<file path="src/rtl/io_pkg.sv">
`default_nettype none
// ---------------------------------------------------------------------------
// io_pkg : default constants for the pin-input conditioner, shared with LSU/top
// Rev 1.0
// ---------------------------------------------------------------------------
package io_pkg;

  localparam int DEF_WIDTH        = 32;
  localparam int DEF_TICK_DIV     = 50000;
  localparam int DEF_STABLE_TICKS = 10;

  // Width of a qualification counter able to hold 0..stable_ticks.
  function automatic int cnt_width(input int stable_ticks);
    return $clog2(stable_ticks + 1);
  endfunction

endpackage
`default_nettype wire

</file>
<file path="src/rtl/io_debounce_bit.sv">
`default_nettype none
// ---------------------------------------------------------------------------
// debounce_bit : 2-flop synchroniser plus tick-qualified stable level, one bit
// Rev 1.0
// ---------------------------------------------------------------------------
module debounce_bit
  import io_pkg::*;
#(
  parameter int STABLE_TICKS = DEF_STABLE_TICKS,
  parameter bit RESET_LEVEL  = 1'b0,
  parameter bit INVERT       = 1'b0
) (
  input  logic clk,
  input  logic rst,
  input  logic tick,
  input  logic raw,
  output logic stable
);

  localparam int             CW   = cnt_width(STABLE_TICKS);
  localparam logic [CW-1:0]  LAST = CW'(STABLE_TICKS - 1);

  logic          r_meta;
  logic          r_sync;
  logic          r_stable;
  logic [CW-1:0] r_cnt;
  logic          w_level;

  assign w_level = r_sync ^ INVERT;

  // Sync flops reset to the idle pin level so no false edge follows reset.
  always_ff @(posedge clk) begin
    if (rst) begin
      r_meta   <= RESET_LEVEL;
      r_sync   <= RESET_LEVEL;
      r_cnt    <= '0;
      r_stable <= 1'b0;
    end else begin
      r_meta <= raw;
      r_sync <= r_meta;
      if (w_level == r_stable) begin
        r_cnt <= '0;
      end else if (tick) begin
        if (r_cnt == LAST) begin
          r_stable <= w_level;
          r_cnt    <= '0;
        end else begin
          r_cnt <= r_cnt + CW'(1);
        end
      end
    end
  end

  assign stable = r_stable;

endmodule
`default_nettype wire

</file>
<file path="src/rtl/io_debounce.sv">
`default_nettype none
// ---------------------------------------------------------------------------
// io_debounce : sync + debounce of sw/btn pins, press pulses and sticky flags
// Rev 1.0
// ---------------------------------------------------------------------------
module io_debounce
  import io_pkg::*;
#(
  parameter int WIDTH          = DEF_WIDTH,
  parameter int TICK_DIV       = DEF_TICK_DIV,
  parameter int STABLE_TICKS   = DEF_STABLE_TICKS,
  parameter int BTN_ACTIVE_LOW = 1
) (
  input  logic             clk,
  input  logic             rst,
  input  logic [WIDTH-1:0] sw_raw,
  input  logic [WIDTH-1:0] btn_raw,
  input  logic [WIDTH-1:0] btn_clr,
  output logic [WIDTH-1:0] sw,
  output logic [WIDTH-1:0] btn,
  output logic [WIDTH-1:0] btn_press,
  output logic [WIDTH-1:0] btn_sticky
);

  localparam int            PW         = $clog2(TICK_DIV);
  localparam logic [PW-1:0] PRESC_LAST = PW'(TICK_DIV - 1);
  localparam bit            BTN_INV    = (BTN_ACTIVE_LOW != 0);

  logic [PW-1:0]    r_presc;
  logic             w_tick;
  logic [WIDTH-1:0] w_btn;
  logic [WIDTH-1:0] r_btn_d;
  logic [WIDTH-1:0] r_press;
  logic [WIDTH-1:0] r_sticky;

  assign w_tick = (r_presc == PRESC_LAST);

  always_ff @(posedge clk) begin
    if (rst || w_tick) begin
      r_presc <= '0;
    end else begin
      r_presc <= r_presc + PW'(1);
    end
  end

  for (genvar i = 0; i < WIDTH; i++) begin : g_bit
    debounce_bit #(
      .STABLE_TICKS(STABLE_TICKS),
      .RESET_LEVEL (1'b0),
      .INVERT      (1'b0)
    ) u_sw (
      .clk   (clk),
      .rst   (rst),
      .tick  (w_tick),
      .raw   (sw_raw[i]),
      .stable(sw[i])
    );

    debounce_bit #(
      .STABLE_TICKS(STABLE_TICKS),
      .RESET_LEVEL (BTN_INV),
      .INVERT      (BTN_INV)
    ) u_btn (
      .clk   (clk),
      .rst   (rst),
      .tick  (w_tick),
      .raw   (btn_raw[i]),
      .stable(w_btn[i])
    );
  end

  // A clear arriving with a press keeps the flag set, so no press is lost.
  always_ff @(posedge clk) begin
    if (rst) begin
      r_btn_d  <= '0;
      r_press  <= '0;
      r_sticky <= '0;
    end else begin
      r_btn_d  <= w_btn;
      r_press  <= w_btn & ~r_btn_d;
      r_sticky <= (r_sticky & ~btn_clr) | r_press;
    end
  end

  assign btn        = w_btn;
  assign btn_press  = r_press;
  assign btn_sticky = r_sticky;

endmodule
`default_nettype wire

</file>
<file path="config.mk">
export PLATFORM = sky130hd
export DESIGN_NAME = io_debounce
export DESIGN_NICKNAME = d
export VERILOG_FILES = /design/src/rtl/io_pkg.sv /design/src/rtl/io_debounce_bit.sv /design/src/rtl/io_debounce.sv
export SDC_FILE = /design/constraint.sdc
export NUM_CORES = 1
export LEC_CHECK = 0
export ABC_AREA = 1
export BUFFER_PORTS_ARGS = -buffer_cell sky130_fd_sc_hd__clkbuf_2
export CAP_MARGIN = 20
export CELL_PAD_IN_SITES_DETAIL_PLACEMENT = 0
export CELL_PAD_IN_SITES_GLOBAL_PLACEMENT = 1
export CORE_MARGIN = 1.5
export CORE_UTILIZATION = 35
export DETAILED_ROUTE_END_ITERATION = 8
export GPL_TIMING_DRIVEN = 1
export PLACE_DENSITY = 0.73
export SYNTH_ARGS = -nofsm -noshare
export SYNTH_HDL_FRONTEND = slang
export SYNTH_SLANG_ARGS = --single-unit
</file>
<file path="constraint.sdc">
create_clock -name clk -period 2.1 [get_ports clk]
set_clock_uncertainty 0.05 [all_clocks]
set_input_delay 0.42 -clock clk [delete_from_list [all_inputs] [get_ports clk]]
set_output_delay 0.42 -clock clk [all_outputs]
set_load 0.02 [all_outputs]
</file>
==> impl_metrics.csv, run 1 <==
group,metric,value,unit
hold_path,min_from,"btn_clr[25]",
cells_and_area,fill_cells,7001,
synthesis,yosys_warnings,0,
floorplanning,die_area,70770,um^2
sta,slew_headroom,0.5530,
floorplanning,ioPinCount,226,
setup_path,end_kind,"flop",
pwr,powerDensity,791.5,nW/um^2
clock_network,clk_path_buf_depth,3,
pwr,irDropWorstVdd,419.6,uV
hold_path,hold_depth,4,
synthesis,syn_inst,3399,
floorplanning,fp-row-count,96,
hold_path,holdCritPathClass,"in -> reg",
floorplanning,die_x,266.0,um
drt,dr.pass1.iters,5,
setup_path,ff2ff_setup_slack,0.18,ns
floorplanning,die_y,266.0,um
synthesis,yosysSeqAreaShare,0.4630,
clock_network,tritoncts,"yes",
floorplanning,start_util,0.3530,
setup_path,cpMostUsedCell,"nand3_1",
drt,ant_nets,0,
cells_and_area,antennaDiodeCount,0,
cells_and_area,areaGrowthSynthToFinish,20.05,%
cells_and_area,drive_gt1_frac,0.1292,
sta,finalCriticalPeriod,1.918,ns
cells_and_area,regArea,11210,um^2
cells_and_area,fin_area,29070,um^2
placement,globalplace.congestion,0.7637,
placement,io_buffers,225,
sta,hold_viol,0,
pwr,p_total,23.01,mW
hold_path,hold_end,"btn_sticky[25]$_SDFF_PP0_",
synthesis,synth_top_area_frac,0.4630,
setup_path,critical_path_arrival,2.38,ns
setup_path,slowest_delay,0.35,ns
sta,fin_hold_ws,0.04849,ns
sta,maxSlewViolCount,0,
sta,fin_crit_sh,0.9132,
clock_network,root_buffer,"clkbuf_16",
setup_path,crit_type,"reg -> reg",
drt,detail_route.wirelength,58.49,mm
setup_path,r2r_start,"r_presc[0]$_SDFF_PP0_",
sta,worstMarginPinSlew,0.6634,ns
drt,drt_iter0_markers,1066,
synthesis,netlist_area,24210,um^2
cells_and_area,fin_util,0.4238,
run,maxCapViolCount,0,
setup_path,r2r-end,"g_bit[22].u_btn.r_cnt[2]$_SDFFE_PP0N_",
grt,grt_max_degree,77,
floorplanning,coreArea,68590,um^2
sta,timing.fmax,0.5215,GHz
synthesis,ys_seq_elements,560,
placement,place_area,26190,um^2
setup_path,crit_chain,"ha_2 > nand3_2 > buf_4 > clkinv_1 > nand3_1 > nor2_4 > buf_12 > buf_16 > nand3_1 > a21oi_1",
grt,grt_pass1_wl,97.39,mm
grt,gr-usage-all-layers,0.1670,
placement,dp_hpwl,37.86,mm
clock_network,post_cts_buffers,0,
setup_path,crit_buf_inv,4,
cells_and_area,fin_nets,3725,
synthesis,syn_nets,3498,
synthesis,syn_avg_cell_area,7.124,um^2
drt,viasPerCell,4.511,
drt,via_count,20740,
pwr,leakage,11.35,nW
synthesis,synthTopCellsByArea,"dfxtp_1 46%, nand2_1 12%, a21oi_1 7.4%",
run_status,outcome,"finished clean",
setup_path,cp_top_family,"buffers and inverters",
clock_network,cts.sinks,560,
clock_network,tritoncts.num_buffers,67,
setup_path,crit_path_top_delay_cell,"dfxtp_1",
synthesis,synth.largest_area_cell,"dfxtp_1",
setup_path,reg2regPathDepth,10,
grt,antenna_found_initial,1,
setup_path,start_kind,"flop",
cells_and_area,multi_input_area,10520,um^2
setup_path,worstPathRequired,2.56,ns
synthesis,ys_types,29,
grt,grt_pass1_vias,19170,
clock_network,cts_max_level,3,
sta,setup-tns-final,0,ns
setup_path,cp_max_fo,40,
clock_network,clk_latency,0.59,ns
drt,wl_per_cell,12.72,um
sta,setup_violations,0,
sta,rsz0062_at_grt,"false",
grt,grt_overflow,0,
drt,drc,0,
clock_network,clkTransAtPathRegs,0.06,ns
## cells by family after synthesis
family / Yosys count / share of synthesized area
buf+inv: 567 / 0.1040
simple gates: 1650 / 0.2896
xor+xnor: 79 / 0.02858
fa+ha+maj: 1 / 0.0005167
flops: 560 / 0.4630
compound gates: 542 / 0.1143
## placed cells by master, fill, tap and decap left out, drive strengths merged
master,netlist,final
dfxtp,560,560
inv,380,380
nand4,96,96
dlygate4sd3,0,64
nor3b,1,1
o21bai,22,22
xor2,79,79
nor3,36,36
nand3,150,150
o21ai,164,164
clkinvlp,0,3
buf,137,56
nand3b,2,2
ha,1,1
clkinv,1,8
bufinv,0,4
or2,112,112
nor2,463,463
clkbuf,49,321
a21oi,356,356
nand2,790,790
## power by group
group          internal, mW  total (mW)  leakage [nW]  switching, mW
registers              10.7        10.8          4.54         0.0543
clock network          7.21        11.7          1.09           4.45
logic                 0.260       0.541          5.72          0.281
total                  18.2        23.0          11.3           4.78
## flip-flops by register name (all words and copies together), names as in the netlist
name and flops:
g_bit.u_btn.stable 32, g_bit.u_sw.r_cnt 128, r_btn_d 32, g_bit.u_sw.r_sync 32, r_presc 16, g_bit.u_sw.stable 32, g_bit.u_sw.r_meta 32, btn_sticky 32
g_bit.u_btn.r_sync 32, g_bit.u_btn.r_meta 32, btn_press 32, g_bit.u_btn.r_cnt 128
## worst register-to-register path, delay by kind of cell (launching register included)
family | cells | cell delay (ns)
AOI/OAI and AO/OA | 1 | 0.14
adders and majority gates | 1 | 0.21
DFF | 1 | 0.35
and+or+nand+nor | 4 | 0.50
buffers and inverters | 4 | 0.60
## metrics by stage
stage,setup slack [ns],cells
floorplan,0.5301,3399
detailed placement,0.1258,4424
global placement,0.1331,4424
finish,0.1824,4599
global route,0.004668,4599
CTS,0.1207,4599
## synth_stat cells (all sizes together)
library cell	number
clkinv	1
xor2	79
o21ai	164
buf	137
nor2	463
nor3b	1
a21oi	356
or2	112
nand4	96
nor3	36
nand2	790
clkbuf	49
nand3b	2
o21bai	22
ha	1
dfxtp	560
inv	380
nand3	150
## how the worst max path moves through the flow
| stage | endpoint | start | slack [ns] | cells past startpoint |
|---|---|---|---|---|
| finish | g_bit[22].u_btn.r_cnt[2]$_SDFFE_PP0N_ | r_presc[0]$_SDFF_PP0_ | 0.18 | 10 |
| global route | g_bit[30].u_sw.r_cnt[2]$_SDFFE_PP0N_ | r_presc[0]$_SDFF_PP0_ | 0.005 | 10 |
| CTS | g_bit[30].u_sw.r_cnt[2]$_SDFFE_PP0N_ | r_presc[0]$_SDFF_PP0_ | 0.12 | 10 |
| detailed placement | g_bit[30].u_sw.r_cnt[2]$_SDFFE_PP0N_ | r_presc[0]$_SDFF_PP0_ | 0.13 | 10 |
| global placement | g_bit[7].u_sw.r_cnt[2]$_SDFFE_PP0N_ | r_presc[0]$_SDFF_PP0_ | 0.13 | 10 |
| floorplan | r_presc[11]$_SDFF_PP0_ | r_presc[0]$_SDFF_PP0_ | 0.53 | 8 |
## cell type report
type                       count  share of cell area
sequential                   560              0.3857
multi-input combinational   2272              0.3620
timing repair buffer         344             0.08635
clock buffer                  97             0.07042
inverter                     381             0.04920
tap                          931             0.04007
clock inverter                14            0.006241
## metal layers
| metal | track usage | vias up | part of all wire | wire, um |
|---|---|---|---|---|
| met3 | 0.03410 | 74 | 0.046 | 2704 |
| met2 | 0.2751 | 295 | 0.45 | 26490 |
| met1 | 0.2207 | 9253 | 0.48 | 28310 |
| met4 | 0.04714 | 0 | 0.017 | 981 |
| met5 | 0 | - | 0 | 0 |
| li1 | - | 11120 | - | - |
## what timing repair did
action | in CTS | in global routing
resized for setup | 0 | 3
endpoints found under the hold margin | 64 | 0
hold buffers | 64 | 0
endpoints found under the setup margin | 0 | 7
Note: power is estimated with default switching activity, not from simulation.
==> inputs of run 2 (changes only) <==
--- a/config.mk
+++ b/config.mk
@@ -7,8 +7,8 @@
 export LEC_CHECK = 0
 export ABC_AREA = 1
 export BUFFER_PORTS_ARGS = -buffer_cell sky130_fd_sc_hd__clkbuf_2
-export CAP_MARGIN = 20
-export CELL_PAD_IN_SITES_DETAIL_PLACEMENT = 0
+export CAP_MARGIN = 40
+export CELL_PAD_IN_SITES_DETAIL_PLACEMENT = 1
 export CELL_PAD_IN_SITES_GLOBAL_PLACEMENT = 1
 export CORE_MARGIN = 1.5
 export CORE_UTILIZATION = 35
==> impl_metrics.csv, run 2 (synthesis results as in run 1) <==
group,metric,value,unit
sta,hold_viol,0,
pwr,irDropWorstVdd,649.9,uV
cells_and_area,fin_nets,3735,
floorplanning,coreArea,68590,um^2
floorplanning,start_util,0.3530,
setup_path,cp_max_fo,35,
pwr,p_sw_frac,0.2129,
run_status,outcome,"finished clean",
cells_and_area,fin_util,0.4273,
clock_network,tritoncts,"yes",
drt,viasPerCell,4.714,
hold_path,holdCritPathClass,"in -> reg",
cells_and_area,drive_gt1_frac,0.1336,
pwr,power_frac_comb,0.024,
floorplanning,die_area,70770,um^2
sta,maxSlewViolCount,0,
placement,globalplace.congestion,0.7637,
cells_and_area,top_regs,"g_bit.u_btn.r_cnt: 128 flops, g_bit.u_sw.r_cnt: 128 flops",
setup_path,critical_path_arrival,2.42,ns
drt,ant_nets,0,
sta,fin_hold_ws,0.05148,ns
pwr,switchingPower,4.982,mW
placement,place_area,26190,um^2
setup_path,worstPathRequired,2.56,ns
cells_and_area,final_cell_mix,"787 x nand2_1, 560 x dfxtp_1, 455 x nor2_1, 376 x inv_1, 356 x a21oi_1",
grt,grt_pass1_vias,22190,
clock_network,cts_max_level,3,
clock_network,clk_latency,0.59,ns
sta,finalCriticalPeriod,1.962,ns
placement,dp_hpwl,43.28,mm
setup_path,start_kind,"flop",
setup_path,crit_chain,"ha_2 > nand3_2 > buf_4 > clkinv_1 > nand3_1 > nor2_4 > buf_12 > buf_8 > nand2_1 > a21oi_1",
clock_network,clk_path_buf_depth,3,
sta,worstMarginPinSlew,0.6882,ns
clock_network,root_buffer,"clkbuf_16",
drt,dr.pass1.iters,5,
drt,detail_route.wirelength,68.06,mm
pwr,leakage,11.48,nW
drt,drc,0,
setup_path,ff2ff_setup_slack,0.14,ns
clock_network,clkTransAtPathRegs,0.06,ns
pwr,powerDensity,798.5,nW/um^2
drt,drt_iter0_markers,835,
drt,wl_per_cell,14.75,um
clock_network,cts.sinks,560,
setup_path,slowest_delay,0.35,ns
placement,io_buffers,225,
pwr,clockPowerShare,0.515,
sta,setup_violations,0,
floorplanning,fp-row-count,96,
cells_and_area,fin_area,29300,um^2
setup_path,crit_type,"reg -> reg",
drt,via_count,21760,
pwr,p_int,18.42,mW
clock_network,tritoncts.num_buffers,68,
grt,grt_pass1_wl,111.0,mm
sta,timing.fmax,0.5096,GHz
grt,gr-usage-all-layers,0.1895,
cells_and_area,layout_commonest_cell,"nand2_1",
pwr,p_seq_frac,0.462,
grt,grt_max_degree,77,
sta,fin_crit_sh,0.9345,
cells_and_area,areaGrowthSynthToFinish,21.03,%
floorplanning,die_y,266.0,um
setup_path,crit_path_top_delay_cell,"dfxtp_1",
floorplanning,ioPinCount,226,
setup_path,end_kind,"flop",
run,maxCapViolCount,0,
grt,antenna_found_initial,1,
sta,slew_headroom,0.5363,
floorplanning,die_x,266.0,um
cells_and_area,antennaDiodeCount,0,
grt,grt_overflow,0,
## run 2: layout make-up
| cell class | instances | area [um^2] |
|---|---|---|
| Inverter | 381 | 1430 |
| Sequential cell | 560 | 11210 |
| Clock buffer | 96 | 2053 |
| Tap cell | 931 | 1165 |
| Multi-Input combinational cell | 2272 | 10520 |
| Clock inverter | 22 | 247.7 |
| Fill cell | 8591 | 39280 |
| Timing Repair Buffer | 353 | 2674 |
## run 2: final timing paths
check                        startpoint                                    to  depth (start not counted)
setup / recovery  r_presc[0]$_SDFF_PP0_  g_bit[16].u_sw.r_cnt[3]$_SDFFE_PP0N_                         10
hold / removal              btn_clr[17]             btn_sticky[17]$_SDFF_PP0_                          4
setup reg to reg  r_presc[0]$_SDFF_PP0_  g_bit[16].u_sw.r_cnt[3]$_SDFFE_PP0N_                         10
hold reg to reg   r_btn_d[5]$_SDFF_PP0_               btn_press[5]$_SDFF_PP0_                          1
## run 2: metal layers
metal	global-route usage	vias to the layer above	wire [um]
met4	0.05390	0	1192
met5	0	-	0
met1	0.2367	10220	31430
met2	0.3317	307	32570
li1	-	11150	-
met3	0.03457	77	2867
## run 2: power groups by stage
stage               Clock (mW)  Sequential (mW)  Combinational (mW)
floorplan                    0             11.0               0.249
global placement             0             11.0               0.452
detailed placement           0             11.0               0.460
CTS                       12.4             10.8               0.559
global route              12.9             10.8               0.623
finish                    12.0             10.8               0.554
## run 2: critical path, delay by kind of cell, from the launching register on
| kind | cells | cell delay [ns] |
|---|---|---|
| compound gates | 1 | 0.15 |
| fa+ha+maj | 1 | 0.21 |
| buf+inv | 4 | 0.66 |
| simple gates | 4 | 0.46 |
| flops | 1 | 0.35 |
## run 2: repair_timing
item / 4_1_cts / 5_1_grt
buffers inserted: 0 / 4
setup endpoints to repair: 0 / 69
gates resized for setup: 0 / 7
hold buffers: 64 / 0
hold endpoints to repair: 64 / 0
## run 2: metrics by stage
step / TNS (ns) / setup WS [ns] / instances / power, mW
after floorplan: 0 / 0.5301 / 3399 / 11.26
after global placement: 0 / 0.1331 / 4424 / 11.48
after detailed placement: 0 / 0.1014 / 4424 / 11.50
after CTS: 0 / 0.08144 / 4606 / 23.77
after global routing: -0.01766 / -0.01369 / 4615 / 24.31
final: 0 / 0.1375 / 4615 / 23.40
